### config.mk
export PLATFORM = sky130hd
export DESIGN_NAME = pcie_ctrl_arb_flat
export DESIGN_NICKNAME = d
export VERILOG_FILES = /design/src/rtl/pcie_ctrl_arb_pkg.sv /design/src/rtl/pcie_ctrl_arb_if.sv /design/src/rtl/pcie_ctrl_arb_rr.sv /design/src/rtl/pcie_ctrl_arb.sv /design/src/flat_wrapper.sv
export SDC_FILE = /design/constraint.sdc
export NUM_CORES = 1
export LEC_CHECK = 0
export CAP_MARGIN = 25
export CORE_MARGIN = 4
export CORE_UTILIZATION = 47
export DETAILED_ROUTE_END_ITERATION = 7
export PLACE_DENSITY = 0.85
export SYNTH_ARGS = -nofsm -noshare
export SYNTH_HDL_FRONTEND = slang
export SYNTH_SLANG_ARGS = --single-unit
### constraint.sdc
create_clock -name clk -period 5.9 [get_ports clk]
set_clock_uncertainty 0.2 [all_clocks]
set_input_delay 1.18 -clock clk [delete_from_list [all_inputs] [get_ports clk]]
set_output_delay 1.18 -clock clk [all_outputs]
set_load 0.005 [all_outputs]
### src/rtl/pcie_ctrl_arb_pkg.sv
// pcie_ctrl_pkg: state encoding and sizing shared by the PCIE controller slice
package pcie_ctrl_pkg;
  localparam int NUM_FIFOS = 4;
  localparam int UMBRALES_L_H = 8;
  typedef enum logic [2:0] {
    S_RESET  = 3'd0,
    S_INIT   = 3'd1,
    S_IDLE   = 3'd2,
    S_ACTIVE = 3'd3,
    S_ERROR  = 3'd4
  } state_t;
endpackage

### src/rtl/pcie_ctrl_arb_if.sv
// pcie_ctrl_arb_if: FIFO status, threshold and pop/backpressure bundle of the controller
interface pcie_ctrl_arb_if;
  import pcie_ctrl_pkg::*;
  logic                    init;
  logic [UMBRALES_L_H-1:0] umbral_L_in, umbral_H_in, umbral_L, umbral_H;
  logic [NUM_FIFOS-1:0]    fifo_empty, fifo_almost_full, fifo_error, dest_ready, pop;
  logic                    pause;
  logic [2:0]              estado;
  logic                    idle_out, active_out, error_out;
  modport master (
    output init, umbral_L_in, umbral_H_in, fifo_empty, fifo_almost_full, fifo_error, dest_ready,
    input  umbral_L, umbral_H, pop, pause, estado, idle_out, active_out, error_out
  );
  modport slave (
    input  init, umbral_L_in, umbral_H_in, fifo_empty, fifo_almost_full, fifo_error, dest_ready,
    output umbral_L, umbral_H, pop, pause, estado, idle_out, active_out, error_out
  );
endinterface

### src/rtl/pcie_ctrl_arb_rr.sv
// rr_arbiter_4: combinational one-hot round-robin grant with a registered last-grant pointer
module rr_arbiter_4 (
  input  logic       clk,
  input  logic       reset,
  input  logic       enable,
  input  logic [3:0] eligible,
  output logic [3:0] grant
);
  logic [1:0] pointer, idx, sel;
  // Scan farthest-to-nearest after the pointer so the nearest eligible index wins.
  always_comb begin
    grant = '0;
    sel = pointer;
    idx = '0;
    for (int k = 3; k >= 0; k--) begin
      idx = pointer + 2'(k + 1);
      if (enable && eligible[idx]) begin
        grant = 4'b0001 << idx;
        sel = idx;
      end
    end
  end
  always_ff @(posedge clk or negedge reset)
    if (!reset) pointer <= 2'd3;
    else if (|grant) pointer <= sel;
endmodule

### src/rtl/pcie_ctrl_arb.sv
// pcie_ctrl_arb: threshold loading, RESET/INIT/IDLE/ACTIVE/ERROR sequencing, pop arbitration and pause
module pcie_ctrl_arb
  import pcie_ctrl_pkg::*;
(
  input logic             clk,
  input logic             reset,
  pcie_ctrl_arb_if.slave  bus
);
  state_t state, state_nx;
  logic   arb_en;
  always_ff @(posedge clk or negedge reset)
    if (!reset) begin
      state        <= S_RESET;
      bus.umbral_L <= '0;
      bus.umbral_H <= '0;
      bus.pause    <= 1'b1;
      bus.idle_out <= 1'b0;
      bus.active_out <= 1'b0;
      bus.error_out  <= 1'b0;
    end else begin
      state <= state_nx;
      if (state == S_INIT) begin
        bus.umbral_L <= bus.umbral_L_in;
        bus.umbral_H <= bus.umbral_H_in;
      end
      bus.pause      <= (state == S_IDLE || state == S_ACTIVE) ? |bus.fifo_almost_full : 1'b1;
      bus.idle_out   <= state_nx == S_IDLE;
      bus.active_out <= state_nx == S_ACTIVE;
      bus.error_out  <= state_nx == S_ERROR;
    end
  // Error beats init, which beats the per-state moves; ERROR only leaves via reset.
  always_comb
    state_nx = state == S_RESET ? S_INIT :
               (state == S_ERROR || |bus.fifo_error) ? S_ERROR :
               bus.init ? S_INIT :
               state == S_INIT ? (bus.umbral_L_in < bus.umbral_H_in ? S_IDLE : S_ERROR) :
               &bus.fifo_empty ? S_IDLE : S_ACTIVE;
  always_comb begin
    arb_en = state == S_ACTIVE && !(|bus.fifo_error);
    bus.estado = state;
  end
  rr_arbiter_4 u_rr (
    .clk      (clk),
    .reset    (reset),
    .enable   (arb_en),
    .eligible (~bus.fifo_empty & bus.dest_ready),
    .grant    (bus.pop)
  );
endmodule

### src/flat_wrapper.sv
// flat-port wrapper written by rule: the top's interface ports become plain ports
module pcie_ctrl_arb_flat import pcie_ctrl_pkg::*;
  (clk, reset, bus_init, bus_umbral_L_in, bus_umbral_H_in, bus_fifo_empty, bus_fifo_almost_full, bus_fifo_error, bus_dest_ready, bus_umbral_L, bus_umbral_H, bus_pop, bus_pause, bus_estado, bus_idle_out, bus_active_out, bus_error_out);
  pcie_ctrl_arb_if bus_i ();
  input logic clk;
  input logic reset;
  input wire logic [$bits(bus_i.init)-1:0] bus_init;
  input wire logic [$bits(bus_i.umbral_L_in)-1:0] bus_umbral_L_in;
  input wire logic [$bits(bus_i.umbral_H_in)-1:0] bus_umbral_H_in;
  input wire logic [$bits(bus_i.fifo_empty)-1:0] bus_fifo_empty;
  input wire logic [$bits(bus_i.fifo_almost_full)-1:0] bus_fifo_almost_full;
  input wire logic [$bits(bus_i.fifo_error)-1:0] bus_fifo_error;
  input wire logic [$bits(bus_i.dest_ready)-1:0] bus_dest_ready;
  output wire logic [$bits(bus_i.umbral_L)-1:0] bus_umbral_L;
  output wire logic [$bits(bus_i.umbral_H)-1:0] bus_umbral_H;
  output wire logic [$bits(bus_i.pop)-1:0] bus_pop;
  output wire logic [$bits(bus_i.pause)-1:0] bus_pause;
  output wire logic [$bits(bus_i.estado)-1:0] bus_estado;
  output wire logic [$bits(bus_i.idle_out)-1:0] bus_idle_out;
  output wire logic [$bits(bus_i.active_out)-1:0] bus_active_out;
  output wire logic [$bits(bus_i.error_out)-1:0] bus_error_out;
  assign bus_i.init = bus_init;
  assign bus_i.umbral_L_in = bus_umbral_L_in;
  assign bus_i.umbral_H_in = bus_umbral_H_in;
  assign bus_i.fifo_empty = bus_fifo_empty;
  assign bus_i.fifo_almost_full = bus_fifo_almost_full;
  assign bus_i.fifo_error = bus_fifo_error;
  assign bus_i.dest_ready = bus_dest_ready;
  assign bus_umbral_L = bus_i.umbral_L;
  assign bus_umbral_H = bus_i.umbral_H;
  assign bus_pop = bus_i.pop;
  assign bus_pause = bus_i.pause;
  assign bus_estado = bus_i.estado;
  assign bus_idle_out = bus_i.idle_out;
  assign bus_active_out = bus_i.active_out;
  assign bus_error_out = bus_i.error_out;
  pcie_ctrl_arb u_core (.clk(clk), .reset(reset), .bus(bus_i));
endmodule
==> load_flow_metrics.sql <==
INSERT INTO impl_metrics (metric_group, metric, value, unit) VALUES
('critical_path', 'cp-startpoint', 'bus_fifo_error[1]', ''),
('clock_network', 'clock_sink_count', '25', ''),
('yosys', 'synth-seq-area-share', '0.386', ''),
('floorplan', 'fp.dieArea', '0.00447', 'sq mm'),
('detailed_routing', 'dr.pass1.iters', '4', ''),
('clock_network', 'cts.root.buffer_cell', 'clkbuf_4', ''),
('critical_path', 'worst_setup_path_start_kind', 'primary input', ''),
('floorplan', 'core_region_area', '0.00334', 'sq mm'),
('yosys', 'postSynthNetCount', '186', ''),
('clock_network', 'cts.repair.resized', '0', ''),
('layout', 'finish.utilization', '0.696', ''),
('critical_path', 'path_max_fanout', '8', ''),
('placed_design', 'buffer_ports.inserted', '61', ''),
('timing', 'slew_headroom', '0.531', ''),
('layout', 'final_net_count', '250', ''),
('floorplan', 'ioPinCount', '62', ''),
('grt', 'globalRouteOverflowTotal', '0', ''),
('timing', 'max_slew.worst_pin.slew', '0.701', 'ns'),
('detailed_routing', 'drtIter0Drc', '109', ''),
('timing', 'finalSetupViolations', '0', ''),
('clock_network', 'cts_post_setup_buffers_inserted', '0', ''),
('grt', 'grt_usage', '0.195', ''),
('critical_path', 'critPathRequiredTime', '4.52', 'ns'),
('yosys', 'syn_area_per_cell', '11.6', 'sq um'),
('detailed_routing', 'wirelength_per_cell', '16.1', 'um'),
('detailed_routing', 'number_of_vias_per_cell', '5.43', ''),
('yosys', 'ys_dominant_reg_cell', 'dfrtp_1', ''),
('yosys', 'syn-cell-area', '0.00163', 'sq mm'),
('layout', 'antenna_cells', '0', ''),
('run', 'maxCapViolCount', '0', ''),
('min_path', 'timing.hold.worst.class', 'reg -> reg', ''),
('clock_network', 'cts_inserted_buffers', '3', ''),
('clock_network', 'cts_hold_repair.buffers', '0', ''),
('floorplan', 'start_util', '0.489', ''),
('detailed_routing', 'aggregate_routed_wire_length', '4010', 'um'),
('power', 'leakage', '1.03', 'nW'),
('clock_network', 'clock_pin_transition_on_the_worst_setup_and_hold_timing_paths', '0.12', 'ns'),
('critical_path', 'max_stage_delay', '0.53', 'ns'),
('yosys', 'ys_async_sr_fraction', '1.00', ''),
('run_status', 'status', 'completed', ''),
('timing', 'setup_tns', '0', 'ns'),
('layout', 'multiInputGateArea', '937', 'sq um'),
('timing', 'fmax', '198', 'MHz'),
('layout', 'final_layout_size_suffix_gt1_frac', '0.187', ''),
('timing', 'smallest_setup_slack_after_layout', '0.849', 'ns'),
('layout', 'filler_cell_count_in_the_final_layout', '253', ''),
('critical_path', 'cpMostUsedCell', 'clkdlybuf4s50_1', ''),
('floorplan', 'die_height', '66.9', 'um'),
('layout', 'syn2layout_area_growth', '42.4', '%'),
('min_path', 'hold_path.startpoint', 'u_core.bus.umbral_L[1]', ''),
('critical_path', 'path_cells', 'clkdlybuf4s50_1 > nor4_2 > nand3_2 > a21oi_1 > a221o_1 > o221a_2 > clkdlybuf4s50_1', ''),
('critical_path', 'worstSetupEndpointType', 'output port', ''),
('critical_path', 'crit_slowest_cell', 'nor4_2', ''),
('layout', 'seqCellArea', '629', 'sq um'),
('critical_path', 'regToRegStartpoint', 'u_core.u_rr.pointer[0]', ''),
('critical_path', 'critPathBufInv', '2', ''),
('grt', 'grt_start_max_net_pins', '19', ''),
('clock_network', 'cts_tree', 'yes', ''),
('yosys', 'yosys_warnings', '0', ''),
('power', 'peakVddDrop', '148', 'uV'),
('detailed_routing', 'detail_route.drc_violations', '0', ''),
('timing', 'hold_violations', '0', ''),
('timing', 'rsz0062_at_grt', 'false', ''),
('critical_path', 'timing.setup.critical_path_class', 'in -> out', ''),
('yosys', 'synth_cell_types', '41', ''),
('critical_path', 'worstPathArrival', '3.67', 'ns'),
('floorplan', 'die_x', '66.9', 'um'),
('timing', 'post-route-min-period', '5.05', 'ns'),
('critical_path', 'path_delay_family', 'buffers and inverters', ''),
('timing', 'finalCritPeriodShare', '0.856', ''),
('power', 'power.density', '228', 'mW/mm^2');
flip-flops by register name (all words and copies together) (netlist names):
| signal | count |
|---|---|
| u_core.bus.active_out | 1 |
| u_core.bus.error_out | 1 |
| u_core.bus.estado | 3 |
| u_core.bus.idle_out | 1 |
| u_core.bus.pause | 1 |
| u_core.bus.umbral_H | 8 |
| u_core.bus.umbral_L | 8 |
| u_core.u_rr.pointer | 2 |
path summary, 6_finish.rpt:
| kind | to | slack [ns] | cells after the start |
|---|---|---|---|
| worst max-delay path | bus_pop[0] | 0.85 | 7 |
| worst min-delay path | u_core.bus.umbral_L[1] | 0.30 | 1 |
| worst max register to register | u_core.u_rr.pointer[1] | 2.51 | 9 |
| worst min register to register | u_core.bus.umbral_L[1] | 0.30 | 1 |
| max in group asynchronous | u_core.u_rr.pointer[1] | 3.80 | 2 |
| min in group asynchronous | u_core.bus.error_out | 1.07 | 1 |
power breakdown:
group	total, mW	internal, mW	switching (mW)
clock	0.0749	0.0264	0.0485
sequential	0.244	0.217	0.0267
combinational	0.211	0.144	0.0673
total	0.530	0.387	0.143
cells in the final DEF (no fill, tap or decap), types with 2 or more instances in the layout:
cell / instances
o221a_2: 4
nor2b_1: 3
nand2b_1: 2
nor3_1: 3
o21ai_1: 2
dfrtp_1: 22
o21ai_0: 3
clkbuf_4: 3
nor2_1: 8
ha_1: 11
a221o_1: 4
o22ai_1: 2
nand4_1: 2
mux4_2: 4
clkdlybuf4s50_1: 61
a211oi_1: 2
mux2_2: 12
inv_1: 10
dfstp_2: 3
nand2b_4: 4
nand2_1: 2
a21oi_1: 5
a21o_1: 4
mux2_1: 6
mux2i_1: 2
cells by family after synthesis:
logic type               Yosys count  synth area share
flip-flops                        25             0.386
AO/OA/AOI/OAI                     30             0.141
AND/OR/NAND/NOR                   34             0.152
XOR/XNOR                           1           0.00537
adder cells (fa/ha/maj)           11            0.0844
multiplexers                      24             0.192
buffers and inverters             15            0.0391
per-stage QoR:
stage	hold WS, ns	power [mW]	cell area [sq um]	cells
2_1_floorplan	0.283	0.317	1630	140
3_3_place_gp	0.269	0.451	2280	244
3_5_place_dp	0.275	0.459	2290	245
4_1_cts	0.305	0.536	2320	249
5_1_grt	0.325	0.568	2320	249
6_report	0.298	0.530	2320	249
routing by layer:
metal | share of wire | GRT usage | wire length, um
met2 | 0.51 | 0.332 | 2030
met3 | 0.095 | 0.0809 | 381
met4 | 0.011 | 0.0684 | 44
met1 | 0.39 | 0.217 | 1550
met5 | 0 | 0 | 0
cell usage after synthesis (3+ instances only):
| library cell | count | share of area |
|---|---|---|
| nor2b_1 | 3 | 0.012 |
| mux4_2 | 4 | 0.055 |
| o221a_2 | 4 | 0.028 |
| nand2b_4 | 4 | 0.034 |
| dfstp_2 | 3 | 0.048 |
| a21o_1 | 4 | 0.018 |
| clkbuf_1 | 3 | 0.0069 |
| nor2_1 | 8 | 0.018 |
| mux2_2 | 12 | 0.083 |
| inv_1 | 10 | 0.023 |
| nor3_1 | 3 | 0.0092 |
| mux2_1 | 6 | 0.041 |
| a221o_1 | 4 | 0.025 |
| ha_1 | 11 | 0.084 |
| a21oi_1 | 5 | 0.015 |
| o21ai_0 | 3 | 0.0092 |
| dfrtp_1 | 22 | 0.34 |
final cells by class:
| cell class | count | area share |
|---|---|---|
| tap | 46 | 0.0248 |
| timing repair buffer | 63 | 0.271 |
| sequential | 25 | 0.271 |
| inverter | 11 | 0.0178 |
| clock buffer | 4 | 0.0113 |
| multi-input combinational | 100 | 0.404 |
No activity file was read; power rests on OpenSTA's default activity.
